### src/rtl/riscv_mc_pkg.sv
// riscv_mc_pkg: states, opcodes and datapath select encodings for the multicycle RV32I controller
package riscv_mc_pkg;
  typedef enum logic [3:0] {
    S_FETCH, S_DECODE, S_EXEC, S_ALU_WB, S_MEM_ADDR,
    S_MEM_RD, S_MEM_WB, S_MEM_WR, S_BRANCH, S_TRAP
  } state_t;
  localparam logic [6:0] OP_R      = 7'b0110011;
  localparam logic [6:0] OP_I      = 7'b0010011;
  localparam logic [6:0] OP_LOAD   = 7'b0000011;
  localparam logic [6:0] OP_STORE  = 7'b0100011;
  localparam logic [6:0] OP_BRANCH = 7'b1100011;
  localparam logic [1:0] ALU_ADD = 2'b00;
  localparam logic [1:0] ALU_SUB = 2'b01;
  localparam logic [1:0] ALU_R   = 2'b10;
  localparam logic [1:0] ALU_I   = 2'b11;
  localparam logic [1:0] SRC_A_PC    = 2'b00;
  localparam logic [1:0] SRC_A_OLDPC = 2'b01;
  localparam logic [1:0] SRC_A_RS1   = 2'b10;
  localparam logic [1:0] SRC_B_RS2  = 2'b00;
  localparam logic [1:0] SRC_B_FOUR = 2'b01;
  localparam logic [1:0] SRC_B_IMM  = 2'b10;
  localparam logic [1:0] CAUSE_NONE    = 2'b00;
  localparam logic [1:0] CAUSE_ILLEGAL = 2'b01;
  localparam logic [1:0] CAUSE_TIMEOUT = 2'b10;
  function automatic state_t decode_next(input logic [6:0] op);
    if (op == OP_R || op == OP_I) return S_EXEC;
    if (op == OP_LOAD || op == OP_STORE) return S_MEM_ADDR;
    if (op == OP_BRANCH) return S_BRANCH;
    return S_TRAP;
  endfunction
endpackage

### src/rtl/mc_perf_counters.sv
// mc_perf_counters: free-running cycle and retired-instruction counters, wrapping at 2^CNT_W
module mc_perf_counters #(
  parameter int CNT_W = 32
) (
  input  logic             clk,
  input  logic             reset,
  input  logic             retire,
  output logic [CNT_W-1:0] cycle_cnt,
  output logic [CNT_W-1:0] instret_cnt
);
  // count every clock out of reset, and every retiring micro-step
  always_ff @(posedge clk or posedge reset) begin
    if (reset) begin
      cycle_cnt   <= '0;
      instret_cnt <= '0;
    end else begin
      cycle_cnt <= cycle_cnt + 1'b1;
      if (retire) instret_cnt <= instret_cnt + 1'b1;
    end
  end
endmodule

### src/rtl/multicycle_ctrl.sv
// multicycle_ctrl: FSM sequencing a shared-memory multicycle RV32I datapath; perf counters under MC_CTRL_PERF_EN
module multicycle_ctrl
  import riscv_mc_pkg::*;
#(
  parameter int MEM_TIMEOUT = 255,
  parameter int CNT_W       = 32
) (
  input  logic             clk,
  input  logic             reset,
  input  logic             run_en,
  input  logic [6:0]       opcode,
  input  logic [2:0]       funct3,
  input  logic             zero,
  input  logic             mem_ready,
  output logic             mem_req,
  output logic             mem_we,
  output logic             iord,
  output logic             ir_write,
  output logic             pc_write,
  output logic             pc_src,
  output logic             reg_write,
  output logic             mem_to_reg,
  output logic [1:0]       alu_src_a,
  output logic [1:0]       alu_src_b,
  output logic [1:0]       alu_op,
  output logic             trap,
  output logic [1:0]       trap_cause,
  output logic [CNT_W-1:0] cycle_cnt,
  output logic [CNT_W-1:0] instret_cnt
);
  localparam int WW = MEM_TIMEOUT > 0 ? $clog2(MEM_TIMEOUT + 1) : 1;
  state_t state, next;
  logic busy, stall, tmo;
  logic [WW-1:0] wait_cnt;
  assign trap = state == S_TRAP;
  // next-state and datapath controls; a fetch already issued stays requested until it completes
  always_comb begin
    next = state;
    mem_req = 1'b0;
    mem_we = 1'b0;
    iord = 1'b0;
    ir_write = 1'b0;
    pc_write = 1'b0;
    pc_src = 1'b0;
    reg_write = 1'b0;
    mem_to_reg = 1'b0;
    alu_src_a = SRC_A_PC;
    alu_src_b = SRC_B_RS2;
    alu_op = ALU_ADD;
    case (state)
      S_FETCH: begin
        mem_req = (run_en | busy) & ~reset;
        alu_src_b = mem_req ? SRC_B_FOUR : SRC_B_RS2;
        ir_write = mem_req & mem_ready;
        pc_write = mem_req & mem_ready;
        if (mem_req & mem_ready) next = S_DECODE;
      end
      S_DECODE: begin
        alu_src_a = SRC_A_OLDPC;
        alu_src_b = SRC_B_IMM;
        next = decode_next(opcode);
      end
      S_EXEC: begin
        alu_src_a = SRC_A_RS1;
        alu_src_b = opcode == OP_R ? SRC_B_RS2 : SRC_B_IMM;
        alu_op = opcode == OP_R ? ALU_R : ALU_I;
        next = S_ALU_WB;
      end
      S_ALU_WB: begin
        reg_write = 1'b1;
        next = S_FETCH;
      end
      S_MEM_ADDR: begin
        alu_src_a = SRC_A_RS1;
        alu_src_b = SRC_B_IMM;
        if (opcode == OP_LOAD) next = S_MEM_RD;
        else next = S_MEM_WR;
      end
      S_MEM_RD: begin
        mem_req = 1'b1;
        iord = 1'b1;
        if (mem_ready) next = S_MEM_WB;
      end
      S_MEM_WB: begin
        reg_write = 1'b1;
        mem_to_reg = 1'b1;
        next = S_FETCH;
      end
      S_MEM_WR: begin
        mem_req = 1'b1;
        mem_we = 1'b1;
        iord = 1'b1;
        if (mem_ready) next = S_FETCH;
      end
      S_BRANCH: begin
        alu_src_a = SRC_A_RS1;
        alu_op = ALU_SUB;
        pc_src = 1'b1;
        pc_write = (funct3 == 3'b000 & zero) | (funct3 == 3'b001 & ~zero);
        next = S_FETCH;
      end
      S_TRAP: next = S_TRAP;
      default: next = S_FETCH;
    endcase
    stall = mem_req & ~mem_ready;
    tmo = (MEM_TIMEOUT != 0) && stall && (wait_cnt == WW'(MEM_TIMEOUT - 1));
    if (tmo) next = S_TRAP;
  end
  // state, pending-fetch flag, per-access wait counter and first fault cause
  always_ff @(posedge clk or posedge reset) begin
    if (reset) begin
      state      <= S_FETCH;
      busy       <= 1'b0;
      wait_cnt   <= '0;
      trap_cause <= CAUSE_NONE;
    end else begin
      state    <= next;
      busy     <= stall;
      wait_cnt <= stall ? wait_cnt + 1'b1 : '0;
      if (next == S_TRAP && state != S_TRAP && trap_cause == CAUSE_NONE)
        trap_cause <= tmo ? CAUSE_TIMEOUT : CAUSE_ILLEGAL;
    end
  end
`ifdef MC_CTRL_PERF_EN
  logic retire;
  assign retire = state == S_ALU_WB || state == S_MEM_WB || state == S_BRANCH ||
                  (state == S_MEM_WR && mem_ready);
  mc_perf_counters #(.CNT_W(CNT_W)) u_perf (
    .clk(clk),
    .reset(reset),
    .retire(retire),
    .cycle_cnt(cycle_cnt),
    .instret_cnt(instret_cnt)
  );
`else
  assign cycle_cnt = '0;
  assign instret_cnt = '0;
`endif
endmodule
### config.mk
export PLATFORM = sky130hd
export DESIGN_NAME = multicycle_ctrl
export DESIGN_NICKNAME = d
export VERILOG_FILES = /design/src/rtl/riscv_mc_pkg.sv /design/src/rtl/mc_perf_counters.sv /design/src/rtl/multicycle_ctrl.sv
export SDC_FILE = /design/constraint.sdc
export NUM_CORES = 1
export LEC_CHECK = 0
export BUFFER_PORTS_ARGS = -buffer_cell sky130_fd_sc_hd__buf_2
export CAP_MARGIN = 25
export CORE_ASPECT_RATIO = 0.5
export CORE_MARGIN = 2
export CORE_UTILIZATION = 32
export DETAILED_ROUTE_END_ITERATION = 8
export GPL_ROUTABILITY_DRIVEN = 1
export HOLD_SLACK_MARGIN = 0.08
export PLACE_DENSITY = 0.61
export SETUP_SLACK_MARGIN = 0.15
export SKIP_LAST_GASP = 1
export SLEW_MARGIN = 20
export SYNTH_ARGS = -nofsm -noshare
export SYNTH_HDL_FRONTEND = slang
export SYNTH_HIERARCHICAL = 1
export SYNTH_SLANG_ARGS = --single-unit
### constraint.sdc
create_clock -name clk -period 1.85 [get_ports clk]
set_clock_uncertainty 0.05 [all_clocks]
set_input_delay 0.0925 -clock clk [delete_from_list [all_inputs] [get_ports clk]]
set_output_delay 0.0925 -clock clk [all_outputs]
set_load 0.1 [all_outputs]
==> results of run 1 <==
[registers in the layout, indices dropped and copies added, names as in the netlist]
register    count
busy            1
wait_cnt        8
state           4
trap_cause      2
[kinds of logic (layout without fill, tap and decap cells)]
| family | after synthesis | after routing | synth area share [%] |
|---|---|---|---|
| adder cells (fa/ha/maj) | 2 | 2 | 1.65 |
| flip-flops | 15 | 15 | 24.7 |
| AND/OR/NAND/NOR | 57 | 57 | 22.1 |
| AO/OA/AOI/OAI | 18 | 18 | 8.81 |
| other | 1 | 64 | 0.247 |
| buffers and inverters | 80 | 75 | 36.8 |
| XOR/XNOR | 10 | 10 | 5.76 |
[placed cells by master (no fill, tap or decap), types with 2 or more instances in the layout]
cell	instances
nand3b_1	2
buf_8	2
or4_1	3
nand4_1	3
xor2_1	6
inv_2	2
inv_1	6
dfrtp_1	14
buf_2	16
nand2_1	4
or2_4	3
nor2_2	2
ha_1	2
nor2_4	8
a21oi_2	3
nand2b_1	4
clkinvlp_4	2
xnor2_1	4
buf_4	15
a21oi_1	3
buf_6	14
buf_12	13
or4b_4	2
clkbuf_8	3
nor2_1	10
conb_1	64
nor3_2	2
[per-stage QoR]
| stage | power [µW] | std cells | worst slack, ns | cell area [µm²] | util, % |
|---|---|---|---|---|---|
| finish | 2940 | 307 | -0.125 | 2190 | 48.9 |
| global route | 3040 | 307 | -0.176 | 2190 | 48.9 |
| CTS | 2780 | 302 | -0.0970 | 2000 | 44.5 |
| detailed placement | 2330 | 286 | 0.0954 | 1760 | 39.3 |
| global placement | 2310 | 286 | 0.104 | 1760 | 39.3 |
| floorplan | 2030 | 246 | -1.04 | 1830 | - |
[final cells by class]
type	count	share of cell area, %
Timing Repair Buffer	61	29.7
Inverter	10	2.05
Tap cell	66	3.76
Multi-Input combinational cell	151	45.3
Sequential cell	15	17.2
Clock buffer	4	2.05
[metal layers]
layer | global-route usage [%] | up-vias | share of wire [%]
li1 | - | 593 | -
met1 | 14.4 | 615 | 40
met2 | 21.3 | 69 | 53
met3 | 2.53 | 2 | 6.8
met4 | 3.60 | 0 | 0.55
met5 | 0 | - | 0
[power breakdown]
group | internal (µW) | switching, µW
Sequential | 357 | 40.2
Combinational | 714 | 1570
Clock | 152 | 105
Total | 1220 | 1710
[critical path, delay by kind of cell (launching register included)]
kind | cells | cell delay, ns
simple gates | 1 | 0.55
flops | 1 | 0.44
compound gates | 2 | 0.38
buf+inv | 1 | 0.22
[final timing paths]
check / slack [ns] / from / depth (start not counted) / end
max: -0.13 / state[3] / 4 / alu_src_b[1]
min: 0.23 / opcode[5] / 4 / state[1]
max reg2reg: -0.03 / state[2] / 6 / state[0]
min reg2reg: 0.46 / trap_cause[1] / 1 / trap_cause[1]
max in group asynchronous: 0.91 / reset / 3 / state[1]
min in group asynchronous: 0.46 / reset / 3 / state[0]
[repair_timing]
item	CTS	global route
gates resized for setup	23	39
buffers inserted	11	4
pin swaps	10	11
hold buffers	1	0
setup endpoints to repair	25	28
endpoints found under the hold margin	15	0
cloned	0	1
==> key figures, run 1 <==
Timing
  • Worst slew pin tran: 0.540 ns
  • Max Freq: 506 MHz
  • Hold WS: 0.229 ns
  • Crit path time final: 1.98 ns
  • Final Hold Viols: 0
  • Setup TNS: -0.363 ns
  • Max-slew violations: 0
  • Worst Slack Setup Final: -0.125 ns
  • RSZ-0062 raised after global routing: yes
  • Final Setup Violations: 6
  • Max-slew headroom: 64.0%
  • Period utilization: 107%

Logic synthesis
  • Mapped Area: 1520 µm²
  • Sequential area share after synthesis: 24.7%
  • #FFs+latches synth: 15
  • Synth Warn #: 6
  • Ys flop type: dfrtp_1
  • Fraction of registers with async set/reset: 100%
  • Syn avg cell area: 8.31 µm²
  • Share of the synthesized area in the top cell type: 31.6%
  • Library cells used by synthesis: 42
  • Most common cell in the netlist: buf_4
  • Synth cell count leaders: buf_4 (64), nor2_1 (19), dfrtp_1 (15)
  • Synth Instances: 183
  • Post-synth EDFFs: 0
  • Cell taking the most area after synthesis: buf_4
  • Synth top area cells: buf_4 (32%), dfrtp_1 (25%), nor2_1 (4.7%), xor2_1 (3.5%), inv_1 (2.5%)

Setup path
  • Crit path required time: 1.71 ns
  • CP max FO: 5
  • Crit path cell chain: or4b_4 > a31o_4 > o211ai_1 > buf_12
  • Crit Path Class: flip-flop to output pin
  • Max stage delay on crit path: 0.55 ns
  • Worst EP arrival: 1.83 ns
  • Crit end category: output pin
  • Startpoint Class: flip-flop
  • Slowest-stage cell, CP: or4b_4

Clock tree
  • Clock tree buffer depth: 2
  • CTS sink count: 15
  • TritonCTS clock tree: yes
  • Total CTS buffers: 3
  • Clock Tree Root: clkbuf_8
  • Clk Latency, worst-skew pair: 0.24 ns
  • Clock transition at path regs: 0.06 ns
  • H-tree Lvls: 1

Drt
  • Avg WL per Cell: 11.3 µm
  • Drc violations: 0
  • Vias: 1279
  • Iter 0 DRT Violations: 24
  • DR pass1 iterations: 4
  • Vias per cell: 4.17
  • Final ANT Viol Nets: 0
  • Wirelength, routed: 3.47 mm

Cells and area
  • Fillers: 396
  • Layout overhead on the synthesized area: 44.3%
  • Register area: 377 µm²
  • Area of the multi-input gates: 993 µm²
  • # diodes: 0
  • Final Net Count: 259
  • Share of cells above drive strength 1: 40.2%

Outcome
  • Failing checks: setup timing
  • Status: complete, but fails checks

GRT
  • Initial antenna violation count: 0
  • Wire length of the first global-routing pass: 4.89 mm
  • Largest net degree at the start of global routing: 16
  • Gr ovfl total: 0
  • Number of global-route vias before repair: 1074
  • Tot GR Track Use: 11.8%

Floorplan
  • Die Y: 52.7 µm
  • Io pins: 96
  • Core Region: 4490 µm²
  • Die width: 101 µm
  • Die area: 5350 µm²
  • Rows: 17
  • Initial core utilization: 33.9%

Flow run
  • Max_cap viols: 0

Pwr
  • PD cells: 1340 nW/µm²
  • Leakage power: 0.00105 µW
  • Worst IR Drop VDD: 0.387 mV

Placement
  • Detail Placement HPWL: 2.46 mm
  • Port bufs: 31
  • GP Congestion: 0.832

Hold path
  • Hold/Removal Path Class: input port to flip-flop
Note: power is estimated with default switching activity, not from simulation.
==> run 2, diff against run 1 <==
GPL_TIMING_DRIVEN = 0   (was unset)
SETUP_SLACK_MARGIN = 0.4   (was 0.15)
SYNTH_HIERARCHICAL = unset   (was 1)
==> key figures, run 2 <==
Logic synthesis
  • Ys flop type: dfrtp_1 (unchanged)
  • Syn avg cell area: 8.31 µm² (unchanged)
  • Synth Instances: 183 (unchanged)
  • Synth cell count leaders: buf_4 (64), nor2_1 (19), dfrtp_1 (15) (unchanged)
  • Sequential area share after synthesis: 24.7% (unchanged)
  • Cell taking the most area after synthesis: buf_4 (unchanged)
  • Synth Warn #: 0 (was 6)
  • Post-synth EDFFs: 0 (unchanged)
  • Library cells used by synthesis: 42 (unchanged)
  • Share of the synthesized area in the top cell type: 31.6% (unchanged)
  • Most common cell in the netlist: buf_4 (unchanged)
  • Mapped Area: 1520 µm² (unchanged)
  • Synth top area cells: buf_4 (32%), dfrtp_1 (25%), nor2_1 (4.7%), xor2_1 (3.5%), inv_1 (2.5%) (unchanged)
  • #FFs+latches synth: 15 (unchanged)
  • Fraction of registers with async set/reset: 100% (unchanged)

Setup path
  • FF-to-FF path depth: 7 (was 6)
  • Worst reg2reg path endpoint: state[0] (unchanged)
  • Startpoint Class: flip-flop (unchanged)
  • FF-to-FF Start: state[0] (was state[2])
  • Max stage delay on crit path: 0.54 ns (was 0.55 ns)
  • Crit end category: output pin (unchanged)
  • R2R Setup Slk: -0.09 ns (was -0.03 ns)
  • CP max FO: 2 (was 5)
  • Worst EP arrival: 1.90 ns (was 1.83 ns)
  • Slowest-stage cell, CP: or4b_4 (unchanged)
  • Crit path cell chain: clkbuf_8 > or4b_4 > a31o_4 > buf_4 > nand2_8 > buf_12 (was or4b_4 > a31o_4 > o211ai_1 > buf_12)
  • Crit path required time: 1.71 ns (about the same)
  • Crit Path Class: flip-flop to output pin (unchanged)
  • Worst setup path startpoint: state[0] (was state[3])
  • CP Capture Point: alu_op[0] (was alu_src_b[1])

Timing
  • Max-slew violations: 0 (unchanged)
  • Final Setup Violations: 11 (was 6)
  • Max-slew headroom: 64.2% (was 64.0%)
  • Crit path time final: 2.04 ns (was 1.98 ns)
  • Final Hold Viols: 0 (unchanged)
  • RSZ-0062 raised after global routing: yes (unchanged)
  • Worst Slack Setup Final: -0.191 ns (was -0.125 ns)
  • Worst slew pin tran: 0.537 ns (was 0.540 ns)
  • Period utilization: 110% (was 107%)
  • Max Freq: 490 MHz (was 506 MHz)

Drt
  • Vias: 1392 (was 1279)
  • Wirelength, routed: 3.55 mm (was 3.47 mm)
  • Iter 0 DRT Violations: 50 (was 24)
  • Vias per cell: 3.71 (was 4.17)
  • Final ANT Viol Nets: 0 (unchanged)
  • DR pass1 iterations: 4 (unchanged)
  • Avg WL per Cell: 9.45 µm (was 11.3 µm)
  • Drc violations: 0 (unchanged)

Pwr
  • Leakage power: 0.00140 µW (was 0.00105 µW)
  • Worst IR Drop VDD: 0.419 mV (was 0.387 mV)
  • PD cells: 1160 nW/µm² (was 1340 nW/µm²)

Clock tree
  • Clock tree buffer depth: 2 (unchanged)
  • H-tree Lvls: 1 (unchanged)
  • Clock Tree Root: clkbuf_8 (unchanged)
  • Total CTS buffers: 3 (unchanged)
  • Clock transition at path regs: 0.06 ns (about the same)
  • Clk Latency, worst-skew pair: 0.24 ns (about the same)
  • CTS sink count: 15 (unchanged)
  • TritonCTS clock tree: yes (unchanged)

Floorplan
  • Die Y: 52.7 µm (unchanged)
  • Core Region: 4490 µm² (unchanged)
  • Die area: 5350 µm² (unchanged)
  • Rows: 17 (unchanged)
  • Die width: 101 µm (unchanged)
  • Initial core utilization: 33.9% (unchanged)
  • Io pins: 96 (unchanged)

GRT
  • Initial antenna violation count: 0 (unchanged)
  • Gr ovfl total: 0 (unchanged)
  • Met2 usage: 22.1% (was 21.3%)
  • Number of global-route vias before repair: 1171 (was 1074)
  • Met1 usage: 14.2% (was 14.4%)
  • Most used routing layer: met2 (unchanged)
  • Met3 Use GR: 2.00% (was 2.53%)
  • Wire length of the first global-routing pass: 5.00 mm (was 4.89 mm)
  • Largest net degree at the start of global routing: 16 (unchanged)
  • Tot GR Track Use: 11.8% (unchanged)

Cells and area
  • Top Registers: wait_cnt (8), state (4), trap_cause (2) (unchanged)
  • Share of cells above drive strength 1: 55.0% (was 40.2%)
  • Finished Core Util: 61.1% (was 48.9%)
  • Final Net Count: 327 (was 259)
  • Non-filler instance count after layout: 375 (was 307)
  • Layout overhead on the synthesized area: 80.3% (was 44.3%)
  • # diodes: 0 (unchanged)
  • Most frequent cells in the layout: buf_4 (81), conb_1 (64), buf_6 (18) (was conb_1 (64), buf_2 (16), buf_4 (15))
  • Biggest register: wait_cnt (unchanged)
  • Max FFs per register: 8 (unchanged)
  • Commonest non-fill, non-tap cell in the layout: buf_4 (was conb_1)
  • Fillers: 361 (was 396)

Placement
  • GP Congestion: 0.771 (was 0.832)
  • Detail Placement HPWL: 2.39 mm (was 2.46 mm)
  • Placed cells: 343 (was 286)
  • Port bufs: 31 (unchanged)

Outcome
  • Failing checks: setup timing (unchanged)
  • Status: complete, but fails checks (unchanged)

Hold path
  • Cells on Worst Hold Path: 4 (unchanged)
  • Hold/Removal Path Class: input port to flip-flop (unchanged)

Flow run
  • Max_cap viols: 0 (unchanged)
==> run 2: cell count changes in the layout (fill, tap and decap cells not counted), moves of 2 or more <==
cell / delta
a21oi_1: +2
a21oi_2: -2
buf_4: +66
buf_6: +4
buf_8: -2
clkinvlp_4: +2
inv_1: -2
==> run 2: power breakdown <==
group          leakage, µW  internal (µW)  switching (µW)  total, µW
combinational      0.00118            917            1620       2540
clock            0.0000228            152             102        254
sequential        0.000201            357            19.7        376
total              0.00140           1430            1740       3170
==> run 2: what timing repair did <==
action                                 4_1_cts  5_1_grt
gates cloned                                 0        0
endpoints found under the hold margin       15        0
hold buffers                                 1        0
pin swaps                                   19       12
setup buffers                               18        9
setup endpoints to repair                   30       30
gates resized for setup                     82       17
==> run 2: cells by family (layout without fill, tap and decap cells) <==
logic type,after synthesis,in the layout,synth area share [%]
compound gates,18,18,8.81
xor+xnor,10,10,5.76
fa+ha+maj,2,2,1.65
buf+inv,80,143,36.8
flops,15,15,24.7
other cells,1,64,0.247
simple gates,57,57,22.1
==> run 2: worst min-delay path by stage <==
stage,slack (ns),from,endpoint
after global placement,0.16,reset,busy
after detailed placement,0.17,reset,state[3]
after floorplan,-0.06,reset,busy
final,0.27,opcode[4],state[2]
after global routing,0.31,opcode[6],state[1]
after CTS,0.24,opcode[4],state[2]
==> run 2: layer usage <==
metal  share of wire [%]  routed length (µm)
met2                  49                1740
met5                   0                   0
met4                0.76                  27
met3                 6.4                 228
met1                  44                1550
==> run 2: worst max-delay path: cells and delay by family, from the launching register on <==
kind / cells / cell delay (ns)
and+or+nand+nor: 2 / 0.59
DFF: 1 / 0.38
buffers and inverters: 3 / 0.45
AOI/OAI and AO/OA: 1 / 0.22
==> run 2: area by class of cell <==
cell class / count / area (µm²) / area share [%]
plain buffers: 70 / 547 / 19.9
clock buffers: 4 / 45.0 / 1.64
inverters: 10 / 55.1 / 2.01
multi-input cells: 151 / 1030 / 37.5
flip-flops and latches: 15 / 375 / 13.7
well taps: 66 / 82.6 / 3.01
repair buffers: 59 / 608 / 22.2
==> run 2: per-stage QoR <==
stage                     hold WS (ns)  total power, µW  worst slack (ns)  area, µm²  TNS (ns)
after floorplan                -0.0560             2070             -1.04       1870     -4.61
after global placement           0.163             2220            -0.238       2100    -0.524
after detailed placement         0.166             2220            -0.234       2100    -0.524
after CTS                        0.239             3010            -0.208       2600    -0.590
after global routing             0.306             3290            -0.254       2740     -1.83
final                            0.269             3170            -0.191       2740     -1.05
==> run 3, diff against run 2 <==
clock period = 2.35 ns   (was 1.85 ns; I/O delays follow)
==> key figures, run 3 (synthesized netlist as in run 2, its figures left out) <==
Outcome
  • Status: finished, final reports clean (was complete, but fails checks)

Clock tree
  • Clock tree buffer depth: 2 (unchanged)
  • TritonCTS clock tree: yes (unchanged)
  • H-tree Lvls: 1 (unchanged)
  • Total CTS buffers: 3 (unchanged)
  • Clock transition at path regs: 0.06 ns (about the same)
  • Clk Latency, worst-skew pair: 0.25 ns (was 0.24 ns)
  • Clock Tree Root: clkbuf_8 (unchanged)
  • CTS sink count: 15 (unchanged)

Floorplan
  • Die width: 101 µm (unchanged)
  • Initial core utilization: 33.9% (unchanged)
  • Rows: 17 (unchanged)
  • Die Y: 52.7 µm (unchanged)
  • Die area: 5350 µm² (unchanged)
  • Io pins: 96 (unchanged)
  • Core Region: 4490 µm² (unchanged)

GRT
  • Largest net degree at the start of global routing: 16 (unchanged)
  • Wire length of the first global-routing pass: 4.70 mm (was 5.00 mm)
  • Tot GR Track Use: 11.4% (was 11.8%)
  • Gr ovfl total: 0 (unchanged)
  • Number of global-route vias before repair: 1103 (was 1171)
  • Initial antenna violation count: 0 (unchanged)

Drt
  • Drc violations: 0 (unchanged)
  • Final ANT Viol Nets: 0 (unchanged)
  • Vias: 1338 (was 1392)
  • Iter 0 DRT Violations: 20 (was 50)
  • Wirelength, routed: 3.31 mm (was 3.55 mm)
  • Vias per cell: 3.76 (was 3.71)
  • DR pass1 iterations: 4 (unchanged)
  • Avg WL per Cell: 9.31 µm (was 9.45 µm)

Timing
  • Period utilization: 88.7%
  • Setup TNS: 0 ns (was -1.05 ns)
  • Hold WS: 0.255 ns (was 0.269 ns)
  • Max-slew headroom: 62.5% (was 64.2%)
  • Final Setup Violations: 0 (was 11)
  • RSZ-0062 raised after global routing: yes (unchanged)
  • Worst Slack Setup Final: 0.267 ns (was -0.191 ns)
  • Worst slew pin tran: 0.562 ns (was 0.537 ns)
  • Final Hold Viols: 0 (unchanged)
  • Max Freq: 480 MHz
  • Crit path time final: 2.08 ns
  • Max-slew violations: 0 (unchanged)

Cells and area
  • Biggest register: wait_cnt (unchanged)
  • # diodes: 0 (unchanged)
  • Share of cells above drive strength 1: 44.1% (was 55.0%)
  • Non-filler instance count after layout: 356 (was 375)
  • Layout overhead on the synthesized area: 49.0% (was 80.3%)
  • Final Net Count: 308 (was 327)
  • Commonest non-fill, non-tap cell in the layout: buf_4 (unchanged)
  • Top Registers: wait_cnt (8), state (4), trap_cause (2) (unchanged)
  • Max FFs per register: 8 (unchanged)
  • Most frequent cells in the layout: buf_4 (76), conb_1 (64), buf_2 (22) (was buf_4 (81), conb_1 (64), buf_6 (18))

Setup path
  • Worst EP arrival: 1.92 ns (was 1.90 ns)
  • FF-to-FF path depth: 6 (was 7)
  • R2R Setup Slk: 0.49 ns (was -0.09 ns)
  • Startpoint Class: flip-flop (unchanged)
  • Most used cell, CP: buf_6
  • Max stage delay on crit path: 0.55 ns (was 0.54 ns)
  • Slowest-stage cell, CP: or4b_4 (unchanged)
  • Crit path cell chain: buf_6 > or4b_4 > a31o_4 > o211ai_1 > buf_6 (was clkbuf_8 > or4b_4 > a31o_4 > buf_4 > nand2_8 > buf_12)
  • Crit end category: output pin (unchanged)
  • Crit Path Class: flip-flop to output pin (unchanged)
  • Crit path required time: 2.18 ns (was 1.71 ns)
  • Worst reg2reg path endpoint: trap_cause[1] (was state[0])
  • FF-to-FF Start: state[2] (was state[0])
  • CP max FO: 5 (was 2)

Pwr
  • Tot Pwr: 2080 µW (was 3170 µW)
  • Leakage power: 0.00130 µW (was 0.00140 µW)
  • Worst IR Drop VDD: 0.335 mV (was 0.419 mV)
  • PD cells: 916 nW/µm² (was 1160 nW/µm²)

Placement
  • GP Congestion: 0.810 (was 0.771)
  • Setup WS pre-CTS: 0.229 ns (was -0.234 ns)
  • Port bufs: 31 (unchanged)
  • Detail Placement HPWL: 2.52 mm (was 2.39 mm)
  • Placed cells: 343 (unchanged)

Flow run
  • Max_cap viols: 0 (unchanged)

Hold path
  • Min-delay src: opcode[6] (was opcode[4])
  • Cells on Worst Hold Path: 4 (unchanged)
  • WHS Endpoint: state[0] (was state[2])
  • Hold/Removal Path Class: input port to flip-flop (unchanged)
## run 3: worst max-delay path, delay by kind of cell (launching register included)
| family | cells | cell delay [ns] |
|---|---|---|
| AO/OA/AOI/OAI | 2 | 0.34 |
| flip-flops | 1 | 0.39 |
| buffers and inverters | 2 | 0.39 |
| AND/OR/NAND/NOR | 1 | 0.55 |
## run 3: worst max path at each step
stage | startpoint | to | slack [ns] | depth (start not counted)
3_5_place_dp | state[0] | alu_src_b[1] | 0.23 | 5
4_1_cts | state[2] | alu_src_b[1] | 0.25 | 5
2_1_floorplan | state[3] | pc_write | -0.56 | 5
3_3_place_gp | state[0] | alu_src_b[1] | 0.23 | 5
6_report | state[2] | alu_src_b[1] | 0.27 | 5
5_1_grt | state[2] | alu_src_b[1] | 0.21 | 5
## run 3: timing repair
| action | CTS | global route |
|---|---|---|
| resized for setup | 23 | 11 |
| hold buffers | 1 | 0 |
| setup buffers | 4 | 4 |
| setup endpoints to repair | 8 | 12 |
| pin swaps | 2 | 3 |
| endpoints found under the hold margin | 15 | 0 |
## run 3: metal layers
| metal | vias up | global-route usage, % | part of all wire [%] | routed length [µm] |
|---|---|---|---|---|
| li1 | 694 | - | - | - |
| met1 | 582 | 12.0 | 39 | 1280 |
| met2 | 57 | 21.3 | 52 | 1720 |
| met3 | 5 | 2.67 | 7.8 | 260 |
| met4 | 0 | 6.31 | 1.4 | 48 |
| met5 | - | 0 | 0 | 0 |
## run 3: layout make-up
| class | instances | area (µm²) |
|---|---|---|
| buffer | 70 | 543 |
| clock buffer | 3 | 41.3 |
| tap | 66 | 82.6 |
| sequential | 15 | 375 |
| clock inverter | 1 | 5.00 |
| fill | 434 | 2220 |
| inverter | 10 | 37.5 |
| multi-input combinational | 151 | 875 |
| timing repair buffer | 40 | 305 |
## run 3: where the power goes
group,switching (µW),total [µW],internal (µW),leakage (µW)
registers,19.3,300,281,0.000201
clock network,90.4,208,117,0.0000255
logic,1160,1570,411,0.00107
total,1270,2080,809,0.00130
## run 3: through the flow
stage	instance area, µm²	util (%)
3_3_place_gp	2040	45.4
3_5_place_dp	2040	45.4
2_1_floorplan	1800	-
4_1_cts	2210	49.1
6_report	2260	50.5
5_1_grt	2260	50.5
